**config.mk**
```make
export PLATFORM = sky130hd
export DESIGN_NAME = register_file_param_flat
export DESIGN_NICKNAME = d
export VERILOG_FILES = /design/src/rtl/register_file_param_if.sv /design/src/rtl/register_file_param.sv /design/src/flat_wrapper.sv
export SDC_FILE = /design/constraint.sdc
export NUM_CORES = 1
export LEC_CHECK = 0
export ABC_AREA = 0
export BUFFER_PORTS_ARGS = -buffer_cell sky130_fd_sc_hd__buf_2
export CORE_UTILIZATION = 38
export CTS_BUF_LIST = sky130_fd_sc_hd__clkbuf_8
export DETAILED_ROUTE_END_ITERATION = 10
export MAX_ROUTING_LAYER = met4
export PLACE_DENSITY = 0.55
export SYNTH_ARGS = -nofsm -noshare
export SYNTH_HDL_FRONTEND = slang
export SYNTH_SLANG_ARGS = --single-unit
export TNS_END_PERCENT = 30
```
**constraint.sdc**
```tcl
create_clock -name clk -period 5.3 [get_ports clk]
set_input_delay 1.06 -clock clk [delete_from_list [all_inputs] [get_ports clk]]
set_output_delay 1.06 -clock clk [all_outputs]
set_load 0.01 [all_outputs]
```
**src/rtl/register_file_param_if.sv**
```systemverilog
`default_nettype none
// ============================================================================
//  Module   : register_file_param_if
//  Purpose  : Bus bundle between the CPU core and register_file_param.
//             Carries the read/write ports, flag/ATC controls, the
//             memory-mapped I/O views and the clear-sweep handshake.
//  Modports : master - CPU / stimulus side (drives requests)
//             slave  - register file side (drives read data and status)
//  Revision : 1.0 - initial release
// ============================================================================
interface register_file_param_if #(
    parameter int DATA_W = 8,
    parameter int ADDR_W = 5,
    parameter int NFLAGS = 7,
    parameter int ATC_W  = (DATA_W > 1) ? $clog2(DATA_W) : 1
);
    logic                enable;
    logic [ADDR_W-1:0]   a_addr;
    logic [DATA_W-1:0]   a_data_out;
    logic [ADDR_W-1:0]   b_addr;
    logic [DATA_W-1:0]   b_data_in;
    logic                b_wr_enable;
    logic [DATA_W-1:0]   b_data_out;
    logic [NFLAGS-1:0]   flag_inputs;
    logic                is_atc;
    logic [ATC_W-1:0]    atc_bit;
    logic                atc_out;
    logic [DATA_W-1:0]   reg_din;
    logic [DATA_W-1:0]   reg_gout;
    logic [DATA_W-1:0]   reg_dout;
    logic [DATA_W-1:0]   reg_flag;
    logic                gout_dval;
    logic                clr_req;
    logic                busy;

    modport master (
        output enable, a_addr, b_addr, b_data_in, b_wr_enable,
               flag_inputs, is_atc, atc_bit, reg_din, clr_req,
        input  a_data_out, b_data_out, atc_out, reg_gout, reg_dout,
               reg_flag, gout_dval, busy
    );

    modport slave (
        input  enable, a_addr, b_addr, b_data_in, b_wr_enable,
               flag_inputs, is_atc, atc_bit, reg_din, clr_req,
        output a_data_out, b_data_out, atc_out, reg_gout, reg_dout,
               reg_flag, gout_dval, busy
    );
endinterface
`default_nettype wire

```
**src/rtl/register_file_param.sv**
```systemverilog
`default_nettype none
// ============================================================================
//  Module   : register_file_param
//  Purpose  : Parametrised CPU register file with two read ports (a, b), one
//             write port (b), a sticky FLAG register with acknowledge-and-
//             clear, memory-mapped DINP/GOUT/DOUT registers, a synchronised
//             external data input and a hardware clear sweep.
//  Ports    : clk     - clock, rising edge
//             resetn  - asynchronous reset, active low
//             rf      - register_file_param_if.slave bundle:
//                       a_addr/a_data_out, b_addr/b_data_in/b_wr_enable/
//                       b_data_out, enable, flag_inputs, is_atc/atc_bit/
//                       atc_out, reg_din, reg_gout/reg_dout/reg_flag,
//                       gout_dval, clr_req/busy
//  Revision : 1.0 - initial release
// ============================================================================
module register_file_param #(
    parameter int DATA_W      = 8,
    parameter int ADDR_W      = 5,
    parameter int NFLAGS      = 7,
    parameter int DINP_ADDR   = 28,
    parameter int GOUT_ADDR   = 29,
    parameter int DOUT_ADDR   = 30,
    parameter int FLAG_ADDR   = 31,
    parameter int SYNC_STAGES = 2,
    parameter int REG_READ    = 0
) (
    input  wire logic            clk,
    input  wire logic            resetn,
    register_file_param_if.slave rf
);

    localparam int DEPTH = 2 ** ADDR_W;
    localparam logic [ADDR_W-1:0] c_last_addr = ADDR_W'(DEPTH - 1);

    // ------------------------------------------------------------------
    // Clear-sweep FSM
    // ------------------------------------------------------------------
    typedef enum logic [0:0] {
        ST_IDLE  = 1'b0,
        ST_SWEEP = 1'b1
    } state_t;

    state_t            r_state;
    state_t            w_state_nxt;
    logic [ADDR_W-1:0] r_cnt;
    logic [ADDR_W-1:0] w_cnt_nxt;
    logic              w_busy;

    always_ff @(posedge clk or negedge resetn) begin
        if (!resetn) begin
            r_state <= ST_IDLE;
            r_cnt   <= '0;
        end else begin
            r_state <= w_state_nxt;
            r_cnt   <= w_cnt_nxt;
        end
    end

    // The sweep visits every address once; the last visit (DEPTH-1) returns
    // to IDLE so busy stays high for exactly DEPTH cycles.
    always_comb begin
        w_state_nxt = r_state;
        w_cnt_nxt   = r_cnt;
        w_busy      = 1'b0;
        case (r_state)
            ST_IDLE: begin
                if (rf.clr_req) begin
                    w_state_nxt = ST_SWEEP;
                    w_cnt_nxt   = '0;
                end
            end
            ST_SWEEP: begin
                w_busy    = 1'b1;
                w_cnt_nxt = r_cnt + 1'b1;
                if (r_cnt == c_last_addr) begin
                    w_state_nxt = ST_IDLE;
                    w_cnt_nxt   = '0;
                end
            end
            default: begin
                w_state_nxt = ST_IDLE;
                w_cnt_nxt   = '0;
            end
        endcase
    end

    // ------------------------------------------------------------------
    // Common controls
    // ------------------------------------------------------------------
    logic w_wr;
    logic w_atc_clr;

    assign w_wr      = rf.enable & rf.b_wr_enable & ~w_busy;
    assign w_atc_clr = rf.enable & rf.is_atc;

    // ------------------------------------------------------------------
    // reg_din synchroniser
    // ------------------------------------------------------------------
    logic [DATA_W-1:0] w_din_sync;

    generate
        if (SYNC_STAGES == 0) begin : g_sync_none
            assign w_din_sync = rf.reg_din;
        end else begin : g_sync
            logic [DATA_W-1:0] r_sync [SYNC_STAGES];

            always_ff @(posedge clk or negedge resetn) begin
                if (!resetn) begin
                    for (int s = 0; s < SYNC_STAGES; s++) begin
                        r_sync[s] <= '0;
                    end
                end else begin
                    r_sync[0] <= rf.reg_din;
                    for (int s = 1; s < SYNC_STAGES; s++) begin
                        r_sync[s] <= r_sync[s-1];
                    end
                end
            end

            assign w_din_sync = r_sync[SYNC_STAGES-1];
        end
    endgenerate

    // ------------------------------------------------------------------
    // Flag next-state: a set pulse beats an ATC clear of the same bit, and
    // set pulses are honoured even when the CPU is stalled or sweeping.
    // ------------------------------------------------------------------
    logic [DATA_W-1:0] w_mem [DEPTH];
    logic [DATA_W-1:0] w_flag_cur;
    logic [DATA_W-1:0] w_flag_nxt;

    assign w_flag_cur = w_mem[FLAG_ADDR];

    always_comb begin
        w_flag_nxt = '0;
        for (int b = 0; b < NFLAGS; b++) begin
            if (rf.flag_inputs[b]) begin
                w_flag_nxt[b] = 1'b1;
            end else if (w_atc_clr && (int'(rf.atc_bit) == b)) begin
                w_flag_nxt[b] = 1'b0;
            end else begin
                w_flag_nxt[b] = w_flag_cur[b];
            end
        end
    end

    // ------------------------------------------------------------------
    // Register array: each entry is its own flop group so the special
    // addresses (DINP, FLAG) get dedicated update rules and never see
    // port-b writes or sweep clears.
    // ------------------------------------------------------------------
    generate
        for (genvar gi = 0; gi < DEPTH; gi++) begin : g_reg
            logic [DATA_W-1:0] r_q;

            if (gi == DINP_ADDR) begin : g_dinp
                always_ff @(posedge clk or negedge resetn) begin
                    if (!resetn) begin
                        r_q <= '0;
                    end else begin
                        r_q <= w_din_sync;
                    end
                end
            end else if (gi == FLAG_ADDR) begin : g_flag
                always_ff @(posedge clk or negedge resetn) begin
                    if (!resetn) begin
                        r_q <= '0;
                    end else begin
                        r_q <= w_flag_nxt;
                    end
                end
            end else begin : g_gp
                always_ff @(posedge clk or negedge resetn) begin
                    if (!resetn) begin
                        r_q <= '0;
                    end else if (w_busy && (r_cnt == ADDR_W'(gi))) begin
                        r_q <= '0;
                    end else if (w_wr && (rf.b_addr == ADDR_W'(gi))) begin
                        r_q <= rf.b_data_in;
                    end
                end
            end

            assign w_mem[gi] = r_q;
        end
    endgenerate

    // ------------------------------------------------------------------
    // Read ports
    // ------------------------------------------------------------------
    generate
        if (REG_READ != 0) begin : g_rd_reg
            logic [DATA_W-1:0] r_a_q;
            logic [DATA_W-1:0] r_b_q;

            // Sampled from the pre-edge array, so a same-cycle write to the
            // same address shows the old contents.
            always_ff @(posedge clk or negedge resetn) begin
                if (!resetn) begin
                    r_a_q <= '0;
                    r_b_q <= '0;
                end else begin
                    r_a_q <= w_mem[rf.a_addr];
                    r_b_q <= w_mem[rf.b_addr];
                end
            end

            assign rf.a_data_out = r_a_q;
            assign rf.b_data_out = r_b_q;
        end else begin : g_rd_comb
            assign rf.a_data_out = w_mem[rf.a_addr];
            assign rf.b_data_out = w_mem[rf.b_addr];
        end
    endgenerate

    // ------------------------------------------------------------------
    // Status and memory-mapped outputs
    // ------------------------------------------------------------------
    logic r_gout_dval;
    logic w_atc_in_range;

    always_ff @(posedge clk or negedge resetn) begin
        if (!resetn) begin
            r_gout_dval <= 1'b0;
        end else begin
            r_gout_dval <= 1'b1;
        end
    end

    assign w_atc_in_range = (int'(rf.atc_bit) < NFLAGS);

    assign rf.atc_out   = rf.is_atc & w_atc_in_range & w_flag_cur[rf.atc_bit];
    assign rf.reg_gout  = w_mem[GOUT_ADDR];
    assign rf.reg_dout  = w_mem[DOUT_ADDR];
    assign rf.reg_flag  = w_flag_cur;
    assign rf.gout_dval = r_gout_dval;
    assign rf.busy      = w_busy;

endmodule
`default_nettype wire

```
**src/flat_wrapper.sv**
```systemverilog
// flat-port wrapper written by rule: the top's interface ports become plain ports
module register_file_param_flat 
#(
    parameter int DATA_W      = 8,
    parameter int ADDR_W      = 5,
    parameter int NFLAGS      = 7,
    parameter int DINP_ADDR   = 28,
    parameter int GOUT_ADDR   = 29,
    parameter int DOUT_ADDR   = 30,
    parameter int FLAG_ADDR   = 31,
    parameter int SYNC_STAGES = 2,
    parameter int REG_READ    = 0
)
  (clk, resetn, rf_enable, rf_a_addr, rf_b_addr, rf_b_data_in, rf_b_wr_enable, rf_flag_inputs, rf_is_atc, rf_atc_bit, rf_reg_din, rf_clr_req, rf_a_data_out, rf_b_data_out, rf_atc_out, rf_reg_gout, rf_reg_dout, rf_reg_flag, rf_gout_dval, rf_busy);
  register_file_param_if #(.DATA_W(DATA_W), .ADDR_W(ADDR_W), .NFLAGS(NFLAGS)) rf_i ();
  input  wire logic clk;
  input  wire logic resetn;
  input wire logic [$bits(rf_i.enable)-1:0] rf_enable;
  input wire logic [$bits(rf_i.a_addr)-1:0] rf_a_addr;
  input wire logic [$bits(rf_i.b_addr)-1:0] rf_b_addr;
  input wire logic [$bits(rf_i.b_data_in)-1:0] rf_b_data_in;
  input wire logic [$bits(rf_i.b_wr_enable)-1:0] rf_b_wr_enable;
  input wire logic [$bits(rf_i.flag_inputs)-1:0] rf_flag_inputs;
  input wire logic [$bits(rf_i.is_atc)-1:0] rf_is_atc;
  input wire logic [$bits(rf_i.atc_bit)-1:0] rf_atc_bit;
  input wire logic [$bits(rf_i.reg_din)-1:0] rf_reg_din;
  input wire logic [$bits(rf_i.clr_req)-1:0] rf_clr_req;
  output wire logic [$bits(rf_i.a_data_out)-1:0] rf_a_data_out;
  output wire logic [$bits(rf_i.b_data_out)-1:0] rf_b_data_out;
  output wire logic [$bits(rf_i.atc_out)-1:0] rf_atc_out;
  output wire logic [$bits(rf_i.reg_gout)-1:0] rf_reg_gout;
  output wire logic [$bits(rf_i.reg_dout)-1:0] rf_reg_dout;
  output wire logic [$bits(rf_i.reg_flag)-1:0] rf_reg_flag;
  output wire logic [$bits(rf_i.gout_dval)-1:0] rf_gout_dval;
  output wire logic [$bits(rf_i.busy)-1:0] rf_busy;
  assign rf_i.enable = rf_enable;
  assign rf_i.a_addr = rf_a_addr;
  assign rf_i.b_addr = rf_b_addr;
  assign rf_i.b_data_in = rf_b_data_in;
  assign rf_i.b_wr_enable = rf_b_wr_enable;
  assign rf_i.flag_inputs = rf_flag_inputs;
  assign rf_i.is_atc = rf_is_atc;
  assign rf_i.atc_bit = rf_atc_bit;
  assign rf_i.reg_din = rf_reg_din;
  assign rf_i.clr_req = rf_clr_req;
  assign rf_a_data_out = rf_i.a_data_out;
  assign rf_b_data_out = rf_i.b_data_out;
  assign rf_atc_out = rf_i.atc_out;
  assign rf_reg_gout = rf_i.reg_gout;
  assign rf_reg_dout = rf_i.reg_dout;
  assign rf_reg_flag = rf_i.reg_flag;
  assign rf_gout_dval = rf_i.gout_dval;
  assign rf_busy = rf_i.busy;
  register_file_param #(.DATA_W(DATA_W), .ADDR_W(ADDR_W), .NFLAGS(NFLAGS), .DINP_ADDR(DINP_ADDR), .GOUT_ADDR(GOUT_ADDR), .DOUT_ADDR(DOUT_ADDR), .FLAG_ADDR(FLAG_ADDR), .SYNC_STAGES(SYNC_STAGES), .REG_READ(REG_READ)) u_core (.clk(clk), .resetn(resetn), .rf(rf_i));
endmodule
```
# Word level (Yosys, flattened, before mapping)
# Cells that the tools add are included.
[totals]
reg_bits = 278
in_bits = 42
output_inout_bits = 43
elab_cells = 319
[op_classes]
n_addsub = 1
magnitude_cmp = 4
eq_ne = 66
n_mux = 89
n_bitwise = 9
n_reduce_logical = 107
[ops]
columns = ["operator", "count"]
rows = [
  ["$mux 8", 64],
  ["$eq 5x5->1 const B", 29],
  ["$bmux 8 s5", 2],
  ["$eq 5x4->1 const B", 16],
  ["$reduce_bool 2->1", 37],
  ["$logic_and 1x1->1", 67],
  ["$eq 5x3->1 const B", 8],
  ["$eq 5x2->1 const B", 4],
  ["$mux 1", 18],
  ["$eq 3x3->1 const B", 4],
  ["$ge 6x6->1 const B", 2],
  ["$not 5->6", 2],
  ["$eq 5x1->1 const B", 2],
  ["$logic_not 5->1", 2],
  ["$mux 5", 2],
  ["$pmux 5 s2", 1],
  ["$eq 3x2->1 const B", 2],
  ["$add 5x1->5 const B", 1],
  ["$and 1x1->1", 5],
  ["$lt 3x4->1 const B", 1],
  ["$bmux 1 s3", 1],
  ["$logic_not 3->1", 1],
  ["$lt 3x3->1 const B", 1],
  ["$ne 2x2->1 const B", 1],
  ["2 further kinds", 3],
]

# Depth between registers and ports, before layout
# Gate-level depths: netlist of the first run.
[logic_depth]
ltp_word = 6
ltp_mapped = 8
mapped_depth_nobuf = 7

# Worst setup path after synthesis of the first run
# Ideal clock, no wire load.
[synth_timing]
path_type = "input to output"
from = "input port rf_b_addr[0]"
to = "output port rf_b_data_out[0]"
arrival_time_ns = 2.758
path_slack_ns = 1.482
cell_stages = 6
path_buffers = 3
path_cell_list = "clkbuf_1 buf_2 buf_4 mux4_2 a2111oi_0 nor2_1"
[synth_via]
elab_chain_cells = 4
[synth_lines]
columns = ["item", "line_no", "rtl"]
rows = [
  ["start: declaration", "flat_wrapper.sv:20", "input wire logic [$bits(rf_i.b_addr)-1:0] rf_b_addr;"],
  ["$not 5->6 (not written as such)", "register_file_param.sv:213", "assign rf.b_data_out = w_mem[rf.b_addr];"],
  ["$bmux 8 s5", "register_file_param.sv:213", ""],
  ["$mux 8 (not written as such) (2 in series)", "register_file_param.sv:213", ""],
  ["end: declaration", "flat_wrapper.sv:29", "output wire logic [$bits(rf_i.b_data_out)-1:0] rf_b_data_out;"],
]
# Every way passes these cells. The select of a mux whose other input is x is not followed.

# Final worst setup path of the first run
[layout_timing]
from = "input port rf_b_addr[1]"
to = "output port rf_b_data_out[0]"
# Same word-level chain as after synthesis.

==> summary.txt, run 1 <==
Synth
  • Largest area contributor in the netlist: dfrtp_1
  • Netlist Area Pre-Place: 14,700 sq um
  • Yosys reg bits: 278
  • Dominant cells by area after synthesis: dfrtp_1 (47%), mux4_2 (18%), a22o_1 (9.5%)
  • Post-synth top flop: dfrtp_1
  • EDFF count, synth: 0
  • Top-area cell type share of the netlist area: 47.33%
  • Mapped Cells: 1,130
  • Syn nets: 1,179
  • Ys Warns: 0
  • Synth async-reset ratio: 100.0%
  • Syn_area_per_cell: 13.01 sq um
  • Register area share after synthesis: 47.33%
  • Cell variety after synth: 52

Floorplan
  • Initial Util: 38.84%
  • Core box area: 37,840 sq um
  • DIE WIDTH: 198.7 um
  • # rows: 71
  • Chip Height: 198.7 um
  • Total Die Area: 39,470 sq um
  • I/O pins: 85

Finish
  • Post-layout nets: 1,260
  • Multi-input gate area: 7295 sq um
  • Layout area overhead: 13.99%
  • Share of layout cells above drive strength 1: 27.84%
  • Reg area: 6957 sq um
  • Fillers: 3,532
  • Antenna cells: 0

Worst setup path
  • WP data arrival: 3580 ps
  • Crit-path most repeated cell: buf_4
  • Worst Path Required: 4240 ps
  • Flop2flop setup slack: 1820 ps
  • Reg2reg end: u_core.g_reg[12].r_q[7]$_DFFE_PN0P_
  • FF-to-FF Start: u_core.r_state$_DFF_PN0_
  • CP Max Fanout: 46
  • Crit path max-delay family: buffers and inverters
  • Worst reg2reg path depth: 7
  • Bufs and invs on worst path: 3
  • WS Path Type: input port to output pin
  • Critical Path Start Type: input port
  • Critical path endpoint: rf_b_data_out[0]
  • CP Cell Sequence: buf_4 > buf_4 > mux4_2 > mux2_2 > a221oi_1 > nor2_1 > buf_2
  • Max incr delay on CP: 660 ps
  • CP Capture Type: output pin
  • Critical-path top delay cell: a221oi_1
  • CP startpoint: rf_b_addr[1]
  • Crit. path cell count: 7

Outcome
  • Status: completed

STA
  • Fin Hold WS: 340.9 ps
  • Final slew viol count: 0
  • Tcrit/Tclk final: 87.59%
  • Clk_skew: 24.36 ps
  • Fin. Hold Viols: 0
  • Post-route worst setup slack: 657.6 ps
  • Setup TNS: 0 ps
  • Fin crit period: 4642 ps
  • Max Freq: 215.4 MHz
  • Worst-Margin Slew: 1427 ps
  • RSZ-0062 raised after global routing: false
  • Final setup fails: 0
  • Slew HR: 4.407%

Pwr
  • Reg power frac: 43.5%
  • Peak VDD IR: 0.0001779 V
  • P_sw: 1651 uW
  • PD cells: 323.6 nW/um^2
  • Clock power frac: 40.8%
  • Pleak: 0.007707 uW
  • Pint: 3772 uW
  • Comb power frac: 15.7%
  • Switch share: 30.45%

Placement
  • Port Buffers: 83
  • GP Congestion: 0.9259
  • DP Wirelength: 35.48 mm
  • Pre-CTS setup slack: 765.4 ps

Global route
  • Total global routing overflow: 0
  • Vias in the first global route: 10,977
  • Initial antenna violation count: 0
  • Largest net degree at the start of global routing: 111
  • GRT Util Overall: 28.13%
  • First-pass GRT wire length: 77.58 mm

CTS
  • Clock latency on the worst-skew pair: 610 ps
  • CTS tree: built
  • Reg clk slew, reported paths: 60 ps
  • # clock sinks: 278
  • Clock buffer depth: 3
  • Hold_buf cts: 0
  • Clock root cell: clkbuf_8
  • Setup Buffers After CTS: 0
  • PostCTS Resize Cnt: 0
  • H-tree Lvls: 2
  • TritonCTS Buffers: 51

Route
  • Routed wire length: 52.75 mm
  • DRT iter0 DRCs: 1,264
  • WL per Instance: 29.96 um
  • Post-route ant nets: 0
  • Vias/cell: 6.339
  • Total vias in the final route: 11,163
  • DR DRC count: 0
  • Router iterations before antenna repair: 7

Run
  • Max cap viols: 0

Hold path
  • Hold Path Class: flop to flop
## state kept, by name, indices dropped and copies added, names as in the netlist
signal                count
u_core.g.r_q            232
u_core.rf.gout_dval       1
u_core.rf.reg_gout        8
u_core.r_state            1
u_core.w_din_sync         8
u_core.rf.reg_flag        7
u_core.r_cnt              5
u_core.rf.reg_dout        8
u_core.g_sync.r_sync      8
## final cells by class
class	count	share of cell area (%)
inverters	5	0.1120
repair buffers	120	4.466
clock inverters	26	1.128
multi-input cells	755	43.54
clock buffers	66	5.422
flip-flops and latches	278	41.52
well taps	511	3.816
## how the worst min path moves through the flow
stage / from / cells after the start / to / slack [ps]
3_5_place_dp: u_core.w_din_sync[0]$_DFF_PN0_ / 0 / u_core.g_reg[28].r_q[0]$_DFF_PN0_ / 330
6_report: u_core.w_din_sync[1]$_DFF_PN0_ / 0 / u_core.g_reg[28].r_q[1]$_DFF_PN0_ / 340
2_1_floorplan: u_core.w_din_sync[0]$_DFF_PN0_ / 0 / u_core.g_reg[28].r_q[0]$_DFF_PN0_ / 330
3_3_place_gp: u_core.g_sync.r_sync[13]$_DFF_PN0_ / 0 / u_core.w_din_sync[5]$_DFF_PN0_ / 330
5_1_grt: u_core.g_sync.r_sync[8]$_DFF_PN0_ / 0 / u_core.w_din_sync[0]$_DFF_PN0_ / 350
4_1_cts: u_core.w_din_sync[1]$_DFF_PN0_ / 0 / u_core.g_reg[28].r_q[1]$_DFF_PN0_ / 340
## cell usage after synthesis (12+ instances only)
library cell and number:
mux2i_1 120, o22ai_1 12, mux2_2 13, nand2_1 35, nor2_2 13, a21oi_1 36
o21ai_0 19, mux4_2 120, nand2b_1 17, clkbuf_1 49, nor2_1 99, dfrtp_1 278
a22o_1 160, buf_2 22
## metrics by stage
stage	power [uW]	std cells	utilization (%)	instance area, sq um
floorplan	2848	1130	-	14700
detailed placement	3228	1669	41.37	15660
global placement	3225	1669	41.37	15660
finish	5423	1761	44.27	16750
CTS	5443	1761	44.27	16750
global route	5606	1761	44.27	16750
## per-layer routing
layer  up-vias  routed length [um]  global-route usage (%)
li1       4578                   -                       -
met1      5774               21600                   37.85
met2       696               23890                   41.04
met3       115                5337                   7.189
met4         0                1928                   10.20
met5         -                   0                       -
## cells in the final DEF, fill, tap and decap left out, types with 3 or more instances in the layout
master     count
dfrtp_1      278
a22o_1       160
mux4_2       120
mux2i_1      120
nor2_1        99
buf_2         79
clkbuf_8      66
buf_4         37
a21oi_1       36
nand2_1       35
inv_1         19
o21ai_0       19
nand2b_1      17
mux2_2        13
nor2_2        13
o22ai_1       12
nor2b_1       11
nand3_1       11
o21ai_1        9
a211oi_1       8
a31oi_1        8
ha_1           7
clkinv_2       7
o221ai_1       6
and3_1         5
a2111oi_0      4
nor3_1         4
a22oi_1        3
o31ai_1        3
and2_1         3
bufinv_16      3
buf_12         3
## cell families after synthesis
group                    Yosys count  synth area share [%]
AO/OA/AOI/OAI                    279                 14.48
flip-flops                       278                 47.33
multiplexers                     255                 27.71
AND/OR/NAND/NOR                  212                 6.793
buffers and inverters             97                 3.047
adder cells (fa/ha/maj)            7                0.5958
other                              2               0.05109
## power by group through the flow
stage / logic [uW] / clock network (uW) / registers, uW
floorplan: 521 / 0 / 2330
finish: 851 / 2210 / 2360
detailed placement: 837 / 0 / 2390
global route: 903 / 2340 / 2370
global placement: 834 / 0 / 2390
CTS: 840 / 2250 / 2350
No activity file was read; power rests on OpenSTA's default activity.
==> inputs of run 2 (changes only) <==
Settings changed: CORE_UTILIZATION 38 to 29, PLACE_DENSITY 0.55 to 0.45.
Clock period 5.3 ns to 5.5 ns, I/O delays scaled along.
==> run 2 against run 1 <==
Clock-buffer cell count did not move; sequential cell count did not move; critical endpoint unchanged; largest cell class unchanged; register-to-register slack got worse by 130 ps; largest power group unchanged.
==> summary.txt, run 2 (synthesis gave the netlist of run 1 again) <==
Finish
  • Max reg flops: 232 (unchanged)
  • Commonest non-fill, non-tap cell in the layout: dfrtp_1 (unchanged)
  • Layout area overhead: 15.45% (was 13.99%)
  • Most flop-heavy register: u_core.g.r_q (unchanged)
  • Fillers: 5,056 (was 3,532)
  • Share of layout cells above drive strength 1: 27.71% (was 27.84%)
  • Post-layout nets: 1,258 (was 1,260)
  • Commonest cells after routing, fill and taps aside: dfrtp_1 (278), a22o_1 (160), mux4_2 (120), mux2i_1 (120), nor2_1 (99) (unchanged)

CTS
  • H-tree Lvls: 2 (unchanged)
  • TritonCTS Buffers: 52 (was 51)
  • Clock root cell: clkbuf_8 (unchanged)
  • CTS tree: built (unchanged)
  • # clock sinks: 278 (unchanged)
  • Clock buffer depth: 3 (unchanged)
  • Hold_buf cts: 0 (unchanged)
  • PostCTS Resize Cnt: 0 (unchanged)
  • Setup Buffers After CTS: 0 (unchanged)
  • Reg clk slew, reported paths: 60 ps (about the same)
  • Clock latency on the worst-skew pair: 630 ps (was 610 ps)

Worst setup path
  • Crit path max-delay family: buffers and inverters (unchanged)
  • Critical-path top delay cell: a221oi_1 (unchanged)
  • Worst Path Required: 4400 ps (was 4240 ps)
  • CP Max Fanout: 27 (was 46)
  • Crit-path most repeated cell: buf_4 (unchanged)
  • WP data arrival: 3480 ps (was 3580 ps)
  • WS Path Type: input port to output pin (unchanged)
  • Critical Path Start Type: input port (unchanged)
  • Max incr delay on CP: 630 ps (was 660 ps)
  • CP Capture Type: output pin (unchanged)
  • CP Cell Sequence: buf_4 > buf_4 > mux4_2 > mux2_2 > a221oi_1 > nor2_1 > buf_2 (unchanged)
  • Bufs and invs on worst path: 3 (unchanged)

Pwr
  • Comb power frac: 15.7% (about the same)
  • Clock power frac: 40.8% (about the same)
  • Peak VDD IR: 0.0001416 V (was 0.0001779 V)
  • Pint: 3630 uW (was 3772 uW)
  • Reg power frac: 43.4% (was 43.5%)
  • Pleak: 0.007698 uW (was 0.007707 uW)
  • Total power: 5275 uW (was 5423 uW)
  • Switch share: 31.18% (was 30.45%)
  • PD cells: 310.8 nW/um^2 (was 323.6 nW/um^2)
  • P_sw: 1645 uW (was 1651 uW)

Hold path
  • Hold Path Class: flop to flop (unchanged)

Route
  • Router iterations before antenna repair: 7 (unchanged)
  • DR DRC count: 0 (unchanged)
  • Total vias in the final route: 10,962 (was 11,163)
  • Routed wire length: 55.92 mm (was 52.75 mm)
  • WL per Instance: 29.15 um (was 29.96 um)
  • Vias/cell: 5.715 (was 6.339)
  • DRT iter0 DRCs: 1,212 (was 1,264)
  • Post-route ant nets: 0 (unchanged)

Run
  • Max cap viols: 0 (unchanged)

Global route
  • Vias in the first global route: 10,866 (was 10,977)
  • Total global routing overflow: 0 (unchanged)
  • Initial antenna violation count: 1 (was 0)
  • First-pass GRT wire length: 81.00 mm (was 77.58 mm)
  • Largest net degree at the start of global routing: 125 (was 111)
  • GRT Util Overall: 22.72% (was 28.13%)

STA
  • Worst-Margin Slew: 1223 ps (was 1427 ps)
  • Setup TNS: 0 ps (unchanged)
  • Clk_skew: 12.96 ps (was 24.36 ps)
  • Final slew viol count: 0 (unchanged)
  • Final setup fails: 0 (unchanged)
  • Tcrit/Tclk final: 83.23%
  • RSZ-0062 raised after global routing: false (unchanged)
  • Slew HR: 18.08% (was 4.407%)
  • Fin crit period: 4578 ps
  • Max Freq: 218.4 MHz
  • Fin. Hold Viols: 0 (unchanged)

Placement
  • GP Congestion: 0.8659 (was 0.9259)
  • DP Wirelength: 38.04 mm (was 35.48 mm)
  • Port Buffers: 83 (unchanged)

Floorplan
  • Total Die Area: 51,590 sq um (was 39,470 sq um)
  • Initial Util: 29.36% (was 38.84%)
  • DIE WIDTH: 227.1 um (was 198.7 um)
  • Chip Height: 227.1 um (was 198.7 um)
  • # rows: 82 (was 71)
  • Core box area: 50,070 sq um (was 37,840 sq um)
  • I/O pins: 85 (unchanged)

Outcome
  • Status: completed (unchanged)
==> run 2: cell types whose count changed in the layout (fill, tap and decap cells not counted) <==
cell / change
buf_4: -6
buf_12: +3
clkinv_2: -1
diode_2: +1
inv_1: -1
nor3_1: -1
nor3_2: +1
==> run 2: layout make-up <==
class,instances,area (sq um),area share [%]
Multi-Input combinational cell,755,7300,43.01
Timing Repair Buffer,117,763.2,4.498
Tap cell,672,840.8,4.955
Inverter,5,18.77,0.1106
Clock buffer,66,908.4,5.353
Clock inverter,24,180.2,1.062
Antenna cell,1,2.502,0.01475
Sequential cell,278,6957,40.99
==> run 2: worst reg2reg max path: stages, from the launching register on <==
cell      delay, ps
dfrtp_1         630
nor4bb_1        660
buf_4           280
nand3_1         450
nor3_2          870
a31oi_1         450
a22o_1          360
==> run 2: path summary, 6_finish.rpt <==
check                                          startpoint                             endpoint  slack, ps  cells after the start
max                                          rf_b_addr[1]                     rf_b_data_out[0]        920                      7
min reg2reg                u_core.w_din_sync[6]$_DFF_PN0_    u_core.g_reg[28].r_q[6]$_DFF_PN0_        340                      0
min                        u_core.w_din_sync[6]$_DFF_PN0_    u_core.g_reg[28].r_q[6]$_DFF_PN0_        340                      0
max reg2reg                      u_core.r_state$_DFF_PN0_  u_core.g_reg[12].r_q[3]$_DFFE_PN0P_       1690                      6
max in group asynchronous                          resetn          u_core.r_cnt[1]$_DFFE_PN0P_       3900                      2
min in group asynchronous                          resetn   u_core.g_sync.r_sync[11]$_DFF_PN0_        570                      1
==> run 2: per-stage QoR <==
| stage | cells | util, % | instance area, sq um | setup slack, ps | hold WS [ps] |
|---|---|---|---|---|---|
| after CTS | 1917 | 33.89 | 16970 | 973.8 | 349.0 |
| after global placement | 1827 | 31.71 | 15880 | 964.0 | 331.2 |
| after floorplan | 1130 | - | 14700 | 1602 | 331.2 |
| final | 1918 | 33.89 | 16970 | 922.1 | 344.9 |
| after global routing | 1917 | 33.89 | 16970 | 826.5 | 351.8 |
| after detailed placement | 1827 | 31.71 | 15880 | 990.0 | 335.5 |
==> run 2: power by group through the flow <==
stage	Combinational [uW]	Sequential, uW	Clock [uW]
2_1_floorplan	502	2240	0
3_3_place_gp	822	2320	0
3_5_place_dp	827	2320	0
4_1_cts	829	2280	2210
5_1_grt	878	2300	2310
6_report	830	2290	2150
==> run 2: per-layer routing <==
layer  global-route usage (%)  vias up  part of all wire, %
met5                        -        -                    0
met4                    7.079        0                  2.9
met2                    33.47      507                   46
li1                         -     4568                    -
met1                    31.26     5805                   44
met3                    4.737       82                  7.5
==> inputs of run 3 (changes only) <==
Settings changed: PLACE_DENSITY 0.45 to 0.46.
Clock period 5.5 ns to 4 ns, I/O delays scaled along.
==> run 3 against run 2 <==
First-iteration DRC count up 16%; clock skew up 37 ps; sequential cell count unchanged; via count up 3.0%; sequential share of layout area down 0.92 points; register-to-register slack worse by 580 ps; critical path type unchanged; clock power up 43%; largest cell class unchanged; clock-buffer cell count down 1; die area unchanged; critical endpoint is now rf_b_data_out[1]; global-route usage up 0.38 points; sequential power up 38%.
==> summary.txt, run 3 (synthesis gave the netlist of run 1 again) <==
STA
  • Fin. Hold Viols: 0 (unchanged)
  • Final setup fails: 0 (unchanged)
  • Slew HR: 20.49% (was 18.08%)
  • Clk_skew: 49.94 ps (was 12.96 ps)
  • Setup TNS: 0 ps (unchanged)
  • RSZ-0062 raised after global routing: false (unchanged)
  • Fin Hold WS: 92.54 ps (was 344.9 ps)
  • Final slew viol count: 0 (unchanged)
  • Worst-Margin Slew: 1187 ps (was 1223 ps)
  • Fin crit period: 3870 ps
  • Tcrit/Tclk final: 96.75%
  • Max Freq: 258.4 MHz

Floorplan
  • DIE WIDTH: 227.1 um (unchanged)
  • Chip Height: 227.1 um (unchanged)
  • I/O pins: 85 (unchanged)
  • Core box area: 50,070 sq um (unchanged)
  • # rows: 82 (unchanged)
  • Total Die Area: 51,590 sq um (unchanged)
  • Initial Util: 29.36% (unchanged)

CTS
  • Reg clk slew, reported paths: 60 ps (about the same)
  • Clock buffer depth: 3 (unchanged)
  • Hold_buf cts: 0 (unchanged)
  • PostCTS Resize Cnt: 0 (unchanged)
  • # clock sinks: 278 (unchanged)
  • CTS tree: built (unchanged)
  • H-tree Lvls: 2 (unchanged)
  • Clock latency on the worst-skew pair: 660 ps (was 630 ps)
  • Clock root cell: clkbuf_8 (unchanged)
  • TritonCTS Buffers: 53 (was 52)
  • Setup Buffers After CTS: 0 (unchanged)

Finish
  • Commonest cells after routing, fill and taps aside: dfrtp_1 (278), a22o_1 (160), mux4_2 (120), mux2i_1 (120), nor2_1 (99) (unchanged)
  • Finished Cell Area: 17,360 sq um (was 16,970 sq um)
  • Post-layout nets: 1,302 (was 1,258)
  • Layout area overhead: 18.11% (was 15.45%)
  • Most flop-heavy register: u_core.g.r_q (unchanged)
  • Share of layout cells above drive strength 1: 30.76% (was 27.71%)
  • Max reg flops: 232 (unchanged)
  • Antenna cells: 0 (was 1)
  • Commonest non-fill, non-tap cell in the layout: dfrtp_1 (unchanged)

Worst setup path
  • CP startpoint: rf_b_addr[0] (was rf_b_addr[1])
  • CP Max Fanout: 29 (was 27)
  • Critical Path Start Type: input port (unchanged)
  • Worst Path Required: 3200 ps (was 4400 ps)
  • FF-to-FF Start: u_core.r_state$_DFF_PN0_ (unchanged)
  • CP Capture Type: output pin (unchanged)
  • Flop2flop setup slack: 1110 ps (was 1690 ps)
  • WS Path Type: input port to output pin (unchanged)
  • WP data arrival: 3070 ps (was 3480 ps)

Pwr
  • PD cells: 426.6 nW/um^2 (was 310.8 nW/um^2)
  • Peak VDD IR: 0.0002438 V (was 0.0001416 V)
  • Pleak: 0.007923 uW (was 0.007698 uW)
  • Clock power frac: 41.4% (was 40.8%)
  • Comb power frac: 16.1% (was 15.7%)
  • P_sw: 2301 uW (was 1645 uW)
  • Reg power frac: 42.5% (was 43.4%)
  • Switch share: 31.06% (was 31.18%)
  • Pint: 5106 uW (was 3630 uW)

Route
  • Post-route ant nets: 0 (unchanged)
  • WL per Instance: 28.98 um (was 29.15 um)
  • Router iterations before antenna repair: 6 (was 7)
  • Routed wire length: 56.98 mm (was 55.92 mm)
  • Total vias in the final route: 11,296 (was 10,962)
  • DRT iter0 DRCs: 1,400 (was 1,212)
  • Vias/cell: 5.746 (was 5.715)
  • DR DRC count: 0 (unchanged)

Global route
  • Largest net degree at the start of global routing: 95 (was 125)
  • Total global routing overflow: 0 (unchanged)
  • Vias in the first global route: 11,267 (was 10,866)
  • First-pass GRT wire length: 82.68 mm (was 81.00 mm)
  • GRT Util Overall: 23.10% (was 22.72%)
  • Initial antenna violation count: 0 (was 1)

Placement
  • Placed inst area: 16,210 sq um (was 15,880 sq um)
  • GP Congestion: 0.8866 (was 0.8659)
  • Port Buffers: 83 (unchanged)
  • DP Wirelength: 39.11 mm (was 38.04 mm)

Run
  • Max cap viols: 0 (unchanged)

Hold path
  • Hold Path Class: input port to async pin (was flop to flop)

Outcome
  • Status: completed (unchanged)
run 3: final timing paths:
kind / to / cells after the start
max: rf_b_data_out[1] / 8
min: u_core.g_reg[1].r_q[3]$_DFFE_PN0P_ / 1
max reg2reg: u_core.g_reg[5].r_q[1]$_DFFE_PN0P_ / 7
min reg2reg: u_core.g_reg[28].r_q[6]$_DFF_PN0_ / 0
max in group asynchronous: u_core.rf.reg_dout[3]$_DFFE_PN0P_ / 2
min in group clk: u_core.g_sync.r_sync[15]$_DFF_PN0_ / 1
run 3: critical path, cell delays in order:
cell       delay (ps)
buf_4             460
mux4_2            590
mux2i_1           170
nor2_1             50
a2111oi_0         460
buf_4             220
a31oi_1            70
buf_2             200
run 3: stage by stage:
step           setup slack (ps)  power [uW]  instances  utilization, %
5_1_grt                   19.83        7690       1966           34.68
4_1_cts                   144.6        7470       1966           34.68
6_report                  129.8        7407       1966           34.68
2_1_floorplan             702.2        3773       1130               -
3_3_place_gp              216.7        4363       1870           32.37
3_5_place_dp              149.4        4368       1870           32.37
run 3: final cells by class:
class / count / area, sq um
Inverter: 5 / 18.77
Fill cell: 4997 / 32710
Multi-Input combinational cell: 755 / 7295
Sequential cell: 278 / 6957
Clock buffer: 65 / 894.6
Clock inverter: 31 / 257.7
Timing Repair Buffer: 160 / 1099
Tap cell: 672 / 840.8
run 3: per-layer routing:
layer	global-route usage, %	vias to the layer above	share of wire (%)
met5	-	-	0
met2	33.89	569	45
li1	-	4652	-
met3	3.433	99	6.9
met4	8.140	0	3.4
met1	32.40	5976	45
run 3: power by group through the flow:
stage                     Clock (uW)  Sequential (uW)  Combinational, uW
after floorplan                    0             3080                691
after global placement             0             3180               1180
after detailed placement           0             3180               1180
after CTS                       3150             3130               1190
after global routing            3270             3150               1270
final                           3070             3150               1190
